--- config.mk ---
export PLATFORM = sky130hd
export DESIGN_NAME = muldiv_unit_flat
export DESIGN_NICKNAME = d
export VERILOG_FILES = /design/src/rtl/muldiv_pkg.sv /design/src/rtl/muldiv_if.sv /design/src/rtl/muldiv_step.sv /design/src/rtl/muldiv_unit.sv /design/src/flat_wrapper.sv
export SDC_FILE = /design/constraint.sdc
export NUM_CORES = 1
export LEC_CHECK = 0
export CELL_PAD_IN_SITES_DETAIL_PLACEMENT = 0
export CELL_PAD_IN_SITES_GLOBAL_PLACEMENT = 2
export CORE_ASPECT_RATIO = 1.75
export CORE_MARGIN = 2
export CORE_UTILIZATION = 35
export DETAILED_ROUTE_END_ITERATION = 12
export PLACE_DENSITY = 0.89
export SLEW_MARGIN = 10
export SYNTH_ARGS = -nofsm -noshare
export SYNTH_HDL_FRONTEND = slang
export SYNTH_SLANG_ARGS = --single-unit
--- constraint.sdc ---
create_clock -name clk -period 7.4 [get_ports clk]
set_input_delay 0.74 -clock clk [delete_from_list [all_inputs] [get_ports clk]]
set_output_delay 0.74 -clock clk [all_outputs]
set_load 0.05 [all_outputs]
--- src/rtl/muldiv_pkg.sv ---
// muldiv_pkg: shared op codes, state encoding and iteration count for muldiv_unit
package muldiv_pkg;
   localparam int DATA_W = 64;
   localparam int ITER = DATA_W;
   localparam logic [1:0] OP_MUL = 2'b00;
   localparam logic [1:0] OP_MUL_ALT = 2'b01;
   localparam logic [1:0] OP_UDIV = 2'b10;
   localparam logic [1:0] OP_SDIV = 2'b11;
   typedef enum logic [1:0] {IDLE = 2'd0, RUN = 2'd1, DONE = 2'd2} state_t;
endpackage

--- src/rtl/muldiv_if.sv ---
// muldiv_if: request/response bundle between the controller and muldiv_unit
interface muldiv_if #(parameter int WIDTH = 64);
   logic             start;
   logic [1:0]       op;
   logic [WIDTH-1:0] a;
   logic [WIDTH-1:0] b;
   logic [4:0]       rd_in;
   logic             busy;
   logic             done;
   logic             reg_wr;
   logic [WIDTH-1:0] result;
   logic [4:0]       rd_out;
   modport master (output start, op, a, b, rd_in, input busy, done, reg_wr, result, rd_out);
   modport slave (input start, op, a, b, rd_in, output busy, done, reg_wr, result, rd_out);
endinterface

--- src/rtl/muldiv_step.sv ---
// muldiv_step: one shift-add multiply or restoring-divide iteration
module muldiv_step #(parameter int WIDTH = 64) (
   input  logic             is_div,
   input  logic [WIDTH-1:0] acc,
   input  logic [WIDTH-1:0] rem,
   input  logic [WIDTH-1:0] quo,
   input  logic [WIDTH-1:0] opd,
   output logic [WIDTH-1:0] acc_n,
   output logic [WIDTH-1:0] rem_n,
   output logic [WIDTH-1:0] quo_n,
   output logic [WIDTH-1:0] opd_n
);
   logic [WIDTH:0] rem_sh;
   logic [WIDTH:0] diff;
   logic           ge;
   always_comb begin
      rem_sh = {rem, quo[WIDTH-1]};
      diff = rem_sh - {1'b0, opd};
      ge = !diff[WIDTH];
      acc_n = is_div ? acc : acc + (quo[0] ? opd : '0);
      rem_n = is_div ? (ge ? diff[WIDTH-1:0] : rem_sh[WIDTH-1:0]) : rem;
      quo_n = is_div ? {quo[WIDTH-2:0], ge} : quo >> 1;
      opd_n = is_div ? opd : opd << 1;
   end
endmodule

--- src/rtl/muldiv_unit.sv ---
// muldiv_unit: iterative MUL/UDIV/SDIV unit, one bit per cycle, result to the register-file write port
module muldiv_unit
   import muldiv_pkg::*;
#(parameter int WIDTH = ITER) (
   input logic     clk,
   input logic     reset,
   muldiv_if.slave io
);
   state_t           state_q, state_d;
   logic [6:0]       cnt_q, cnt_d;
   logic             is_div_q, is_div_d, neg_q, neg_d;
   logic [4:0]       rd_q, rd_d;
   logic [WIDTH-1:0] acc_q, acc_d, rem_q, rem_d, quo_q, quo_d, opd_q, opd_d, res_q, res_d;
   logic [WIDTH-1:0] acc_n, rem_n, quo_n, opd_n, abs_a, abs_b;
   logic             div_op, sdiv_op, div_zero;
   muldiv_step #(.WIDTH(WIDTH)) u_step (
      .is_div(is_div_q), .acc(acc_q), .rem(rem_q), .quo(quo_q), .opd(opd_q),
      .acc_n(acc_n), .rem_n(rem_n), .quo_n(quo_n), .opd_n(opd_n)
   );
   always_comb begin
      div_op = io.op == OP_UDIV || io.op == OP_SDIV;
      sdiv_op = io.op == OP_SDIV;
      div_zero = div_op && io.b == '0;
      abs_a = sdiv_op && io.a[WIDTH-1] ? -io.a : io.a;
      abs_b = sdiv_op && io.b[WIDTH-1] ? -io.b : io.b;
      state_d = state_q;
      cnt_d = cnt_q;
      is_div_d = is_div_q;
      neg_d = neg_q;
      rd_d = rd_q;
      acc_d = acc_q;
      rem_d = rem_q;
      quo_d = quo_q;
      opd_d = opd_q;
      res_d = res_q;
      unique case (state_q)
         IDLE: if (io.start) begin
            state_d = div_zero ? DONE : RUN;
            cnt_d = '0;
            is_div_d = div_op;
            neg_d = sdiv_op && (io.a[WIDTH-1] ^ io.b[WIDTH-1]);
            rd_d = io.rd_in;
            acc_d = '0;
            rem_d = '0;
            quo_d = div_op ? abs_a : io.b;
            opd_d = div_op ? abs_b : io.a;
            res_d = div_zero ? '0 : res_q;
         end
         RUN: begin
            acc_d = acc_n;
            rem_d = rem_n;
            quo_d = quo_n;
            opd_d = opd_n;
            cnt_d = cnt_q + 7'd1;
            if (cnt_q == 7'(WIDTH - 1)) begin
               state_d = DONE;
               res_d = is_div_q ? (neg_q ? -quo_n : quo_n) : acc_n;
            end
         end
         default: state_d = IDLE;
      endcase
   end
   always_ff @(posedge clk) begin
      if (reset) begin
         state_q <= IDLE;
         cnt_q <= '0;
         is_div_q <= 1'b0;
         neg_q <= 1'b0;
         rd_q <= '0;
         acc_q <= '0;
         rem_q <= '0;
         quo_q <= '0;
         opd_q <= '0;
         res_q <= '0;
      end else begin
         state_q <= state_d;
         cnt_q <= cnt_d;
         is_div_q <= is_div_d;
         neg_q <= neg_d;
         rd_q <= rd_d;
         acc_q <= acc_d;
         rem_q <= rem_d;
         quo_q <= quo_d;
         opd_q <= opd_d;
         res_q <= res_d;
      end
   end
   assign io.busy = state_q != IDLE;
   assign io.done = state_q == DONE;
   assign io.reg_wr = state_q == DONE;
   assign io.result = res_q;
   assign io.rd_out = rd_q;
endmodule
--- src/flat_wrapper.sv ---
// flat-port wrapper written by rule: the top's interface ports become plain ports
module muldiv_unit_flat import muldiv_pkg::*;
#(parameter int WIDTH = ITER)
  (clk, reset, io_start, io_op, io_a, io_b, io_rd_in, io_busy, io_done, io_reg_wr, io_result, io_rd_out);
  muldiv_if #(.WIDTH(WIDTH)) io_i ();
  input logic clk;
  input logic reset;
  input wire logic [$bits(io_i.start)-1:0] io_start;
  input wire logic [$bits(io_i.op)-1:0] io_op;
  input wire logic [$bits(io_i.a)-1:0] io_a;
  input wire logic [$bits(io_i.b)-1:0] io_b;
  input wire logic [$bits(io_i.rd_in)-1:0] io_rd_in;
  output wire logic [$bits(io_i.busy)-1:0] io_busy;
  output wire logic [$bits(io_i.done)-1:0] io_done;
  output wire logic [$bits(io_i.reg_wr)-1:0] io_reg_wr;
  output wire logic [$bits(io_i.result)-1:0] io_result;
  output wire logic [$bits(io_i.rd_out)-1:0] io_rd_out;
  assign io_i.start = io_start;
  assign io_i.op = io_op;
  assign io_i.a = io_a;
  assign io_i.b = io_b;
  assign io_i.rd_in = io_rd_in;
  assign io_busy = io_i.busy;
  assign io_done = io_i.done;
  assign io_reg_wr = io_i.reg_wr;
  assign io_result = io_i.result;
  assign io_rd_out = io_i.rd_out;
  muldiv_unit #(.WIDTH(WIDTH)) u_core (.clk(clk), .reset(reset), .io(io_i));
endmodule
==> reports/results.tsv, run 1 <==
metric	value	unit
r2r-start	u_core.quo_q[0]	
pin_count	210	
timing.rr.end	u_core.io.result[63]	
synthXorXnorAreaFrac	0.0834	
antenna_found_initial	5	
first_pass_iters	6	
skew	0.0441	ns
cp_max_fo	26	
cts_tree	yes	
syn_to_final_growth	14.3	%
drv_cap	0	
synth_top_cell_area_share	0.240	
fmax	191	MHz
synth_seq_cells	336	
synth_adder_area_share	0.0594	
dp_slack	1.87	ns
postLayoutCoreUtil	0.403	
drt-initial-drc-count	2703	
viasPerCell	6.00	
crit_type	reg -> reg	
overflow	0	
synth-compound-area-share	0.315	
synth-main-ff-cell	dfxtp_1	
syn_area_per_cell	7.24	um2
clkTransAtPathRegs	0.07	ns
ys_seq_area_frac	0.240	
worst_pin_slew	1.17	ns
synthMuxAreaShare	0.0288	
end_kind	register	
min_period_over_period	0.708	
powerDensity	177	nW/um2
hp-start	u_core.io.result[21]	
worst_slack	2.16	ns
grt_max_degree	175	
placed_area	30700	um2
place.gp.congestion	0.980	
vias	29653	
synth_edf_count	0	
setup_violations	0	
cts_root_buffer	clkbuf_16	
fin_tns_setup	0	ns
hold_viol	0	
synthArstFlopShare	0	
grt_pass1_vias	28471	
postCtsSetupBuffers	0	
min_to	u_core.io.result[21]	
numCtsBuffers	38	
rsz0062_at_grt	no	
ant_nets	0	
status	complete, no violations	
chipWidth	218	um
start_util	0.352	
yosysWarnings	0	
p_leak	12.0	nW
synth_top_area_cell	dfxtp_1	
cts-resized-gates	0	
required	7.86	ns
placed_cells	4872	
cts_hold_buf	0	
r2r_setup_slack	2.16	ns
fin_crit	5.24	ns
netlist_top_cells_count	nor2_1, a21oi_1, dfxtp_1	
synth_cell_types	81	
grt_pass1_wl	175	mm
clockBufferDepth	3	
fp.coreArea	79500	um2
rows	137	
drc	0	
cp.arrival	5.70	ns
dp_hpwl	88.4	mm
die-area	82500	um2
slew_headroom	0.214	
final_cell_count_no_fill	4940	
syn_inst	3874	
synth_nets	4144	
synthTopCellsByArea	dfxtp_1, a21oi_1, nor2_1	
final_nets	4140	
synth-simple-area-share	0.216	
min_path_cells	2	
track_usage	0.275	
synth_area	28000	um2
hold_path.class	reg -> reg	
synth.most_common_cell	nor2_1	
synth_top_family_by_area	compound AO/OA/AOI/OAI gates	
drv_slew	0	
reg2regPathDepth	13	
clock-sinks	336	
clk_latency	0.59	ns
postLayoutCellArea	32100	um2
die_h	378	um
worstSetupStartpoint	u_core.quo_q[0]	
ir_drop	128	uV
port_buffers	209	
wl_per_cell	23.8	um
routed_wl	118	mm
htree_num_levels	2	
startpoint_type	register	
drive_above_1_share	0.0557	
-- layer usage --
metal,wire length (um),vias to the layer above,global-route usage
li1,-,14186,-
met1,49000,14156,0.346
met2,56400,1070,0.473
met3,6410,239,0.0211
met4,5920,2,0.132
met5,16,-,0
-- sequential cells by signal, indices dropped and copies added (netlist names), 2 cells and up --
name / cells
u_core.io.rd_out: 5
u_core.rem_q: 64
u_core.quo_q: 64
u_core.io.result: 64
u_core.cnt_q: 7
u_core.acc_q: 64
u_core.opd_q: 64
u_core.state_q: 2
-- worst max path at each step --
stage	end	slack [ns]	cells past startpoint
finish	u_core.io.result[63]	2.16	13
global route	u_core.io.result[63]	1.82	13
CTS	u_core.io.result[63]	2.20	13
detailed placement	u_core.io.result[53]	1.87	10
global placement	u_core.io.result[31]	1.88	11
floorplan	u_core.quo_q[61]	3.40	11
-- per-stage QoR --
step                      hold WS [ns]  total power [mW]
after floorplan                  0.432              3.01
after global placement           0.427              3.58
after detailed placement         0.434              3.57
after CTS                        0.443              5.68
after global routing             0.477              5.88
final                            0.440              5.66
-- critical path, stage by stage, from the launching register on --
cell and delay [ns]:
dfxtp_2 0.60, and2_1 0.23, ha_1 0.28, a211oi_1 0.34, o311ai_0 0.34, a221oi_1 0.77
o21ai_0 0.34, a32o_1 0.42, nor3_1 0.33, o31ai_1 0.18, a221oi_1 0.49, xnor2_1 0.22
nor3b_1 0.18, o41ai_1 0.38
-- placed cells by master, fill, tap and decap left out, drive strengths merged, types with 25 or more instances in the layout --
cell	Yosys	final
mux2	54	54
or4	25	25
a22oi	87	87
a21o	82	82
inv	120	121
clkbuf	259	54
nor2	491	491
o211ai	28	28
o31ai	44	44
nor4	28	28
o21bai	29	29
buf	38	44
dfxtp	336	336
xor2	138	138
o21ai	281	281
clkdlybuf4s50	0	207
a31oi	28	28
nand4	33	33
or3	40	40
nor3	96	96
nand2	294	294
and2	76	76
a211oi	131	131
a21oi	406	406
ha	130	130
nand3	60	60
xnor2	129	129
a222oi	58	58
-- power by group --
group,internal (mW),switching (mW),leakage (nW)
clock network,1.22,0.872,0.643
registers,1.90,0.154,2.74
logic,0.520,0.993,8.62
total,3.64,2.02,12.0
-- cells by family (layout without fill, tap and decap cells) --
kind of cell | Yosys count | after routing
AOI/OAI and AO/OA | 1364 | 1364
buffers and inverters | 417 | 439
muxes | 74 | 74
DFF | 336 | 336
xor gates and xnor gates | 267 | 267
adders and majority gates | 132 | 132
other | 0 | 2
and+or+nand+nor | 1284 | 1284
-- layout make-up --
type	instances	area, um2
Inverter	120	450
Sequential cell	336	6730
Clock inverter	14	204
Timing Repair Buffer	253	2470
Tap cell	1042	1300
Clock buffer	52	1100
Multi-Input combinational cell	3121	19800
Antenna cell	2	5.00
Fill cell	8413	47500
No activity file was read; power rests on OpenSTA's default activity.
==> run 2: changes to the inputs <==
CORE_UTILIZATION = 32   (was 35)
PLACE_DENSITY = 0.86   (was 0.89)
clock period = 4.3 ns   (was 7.4 ns; I/O delays follow)
==> run 2 against run 1 <==
Via count grew 1.7%. Critical path depth grew 4. Global-route usage shrank 2.0 points.
==> reports/results.tsv, run 2 (synthesis gave the netlist of run 1 again) <==
metric	value	unit	change
chipWidth	228	um	was 218 um
clk_latency	0.60	ns	was 0.59 ns
drv_cap	0		unchanged
drc	0		unchanged
setup_violations	0		unchanged
crit_type	reg -> reg		unchanged
required	4.78	ns	was 7.86 ns
fp.coreArea	86800	um2	was 79500 um2
crit_family	compound AO/OA/AOI/OAI gates		unchanged
holdWs	0.325	ns	was 0.440 ns
status	complete, no violations		unchanged
viasPerCell	5.73		was 6.00
ir_drop	238	uV	was 128 uV
clock-sinks	336		unchanged
clockBufferDepth	3		unchanged
skew	0.0288	ns	was 0.0441 ns
rsz0062_at_grt	no		unchanged
hold_viol	0		unchanged
drv_slew	0		unchanged
worst_pin_slew	1.12	ns	was 1.17 ns
die_h	396	um	was 378 um
die-area	90100	um2	was 82500 um2
layout_commonest_cell	nor2_1		unchanged
grt_pass1_vias	28812		was 28471
drt-initial-drc-count	2883		was 2703
overflow	0		unchanged
cts_root_buffer	clkbuf_16		unchanged
crit_top_cell	buf_4		was a221oi_1
placed_area	32600	um2	was 30700 um2
clkTransAtPathRegs	0.07	ns	about the same
start_util	0.323		was 0.352
powerDensity	297	nW/um2	was 177 nW/um2
cp.arrival	4.58	ns	was 5.70 ns
grt_pass1_wl	179	mm	was 175 mm
cts_hold_buf	0		unchanged
track_usage	0.255		was 0.275
fin_crit	4.10	ns	was 5.24 ns
p_leak	13.1	nW	was 12.0 nW
ant_nets	0		unchanged
slowest_delay	0.44	ns	was 0.77 ns
nFillCells	9091		was 8413
min_period_over_period	0.954		was 0.708
wl_per_cell	22.8	um	was 23.8 um
routed_wl	120	mm	was 118 mm
crit_buf_inv	4		was 0
startpoint_type	register		unchanged
total_power	10.1	mW	was 5.66 mW
numCtsBuffers	39		was 38
postLayoutCoreUtil	0.392		was 0.403
hold_path.class	in -> reg		was reg -> reg
slew_headroom	0.253		was 0.214
drive_above_1_share	0.104		was 0.0557
end_kind	register		unchanged
syn_to_final_growth	21.2	%	was 14.3%
slowest_stage	dfxtp_2		was a221oi_1
layout_common_cells	nor2_1, a21oi_1, dfxtp_1		unchanged
postLayoutCellArea	34000	um2	was 32100 um2
vias	30148		was 29653
port_buffers	209		unchanged
cts-resized-gates	0		unchanged
pin_count	210		unchanged
fmax	244	MHz	was 191 MHz
final_nets	4345		was 4140
dp_hpwl	91.8	mm	was 88.4 mm
antenna_found_initial	5		unchanged
htree_num_levels	2		unchanged
postCtsSetupBuffers	0		unchanged
grt_max_degree	214		was 175
rows	143		was 137
first_pass_iters	8		was 6
place.gp.congestion	0.983		was 0.980
cp_max_fo	15		was 26
crit_chain	buf_4, and2_1, ha_1, buf_4, nand4_1, o211ai_1, a21oi_1, nor4_1, a221oi_1, buf_4, o211ai_1, o31ai_1, buf_4, nor2_1, a31oi_1, xnor2_1, a221o_1		was and2_1, ha_1, a211oi_1, o311ai_0, a221oi_1, o21ai_0, a32o_1, nor3_1, o31ai_1, a221oi_1, xnor2_1, nor3b_1, o41ai_1
cts_tree	yes		unchanged
-- run 2: changes by cell type in the layout (fill, tap and decap cells not counted), sizes merged --
cell and delta:
diode -1, clkinvlp +4, clkbuf -4, buf +204
inv -1, clkinv +4, bufinv +2
-- run 2: worst reg2reg max path: stages, from the launching register on --
cell and delay [ns]:
dfxtp_2 0.44, buf_4 0.25, and2_1 0.20, ha_1 0.25
buf_4 0.17, nand4_1 0.16, o211ai_1 0.11, a21oi_1 0.36
nor4_1 0.10, a221oi_1 0.29, buf_4 0.20, o211ai_1 0.16
o31ai_1 0.33, buf_4 0.20, nor2_1 0.07, a31oi_1 0.20
xnor2_1 0.15, a221o_1 0.34
-- run 2: metal layers --
| metal | vias to the layer above | wire length, um | global-route usage |
|---|---|---|---|
| met3 | 221 | 5010 | 0.0231 |
| met1 | 14433 | 51500 | 0.318 |
| li1 | 14611 | - | - |
| met5 | - | 42 | 0 |
| met2 | 877 | 57200 | 0.442 |
| met4 | 6 | 6040 | 0.117 |
-- run 2: final timing paths --
path	endpoint	slack [ns]	start	depth (start not counted)
worst max-delay path	u_core.io.result[54]	0.20	u_core.quo_q[0]	17
worst min register to register	u_core.io.result[21]	0.45	u_core.io.result[21]	2
worst max register to register	u_core.io.result[54]	0.20	u_core.quo_q[0]	17
worst min-delay path	u_core.quo_q[62]	0.32	io_op[1]	3
-- run 2: report_power, final --
group	total [mW]	internal (mW)	switching [mW]
clock network	3.78	2.22	1.55
logic	2.80	1.03	1.76
registers	3.54	3.27	0.266
-- run 2: metrics by stage --
step	setup TNS (ns)	instances	setup WS [ns]
after floorplan	0	3874	0.359
after global placement	-1.05	5194	-0.288
after detailed placement	-0.839	5194	-0.228
after CTS	0	5265	0.132
after global routing	0	5265	0.00123
final	0	5266	0.198
-- run 2: cell type report --
class / count / area [um2] / area share
multi-input cells: 3121 / 19800 / 0.582
clock inverters: 23 / 317 / 0.00931
well taps: 1160 / 1450 / 0.0427
flip-flops and latches: 336 / 6730 / 0.198
clock buffers: 48 / 1080 / 0.0318
diodes: 1 / 2.50 / 0.0000736
inverters: 120 / 450 / 0.0133
repair buffers: 457 / 4160 / 0.122
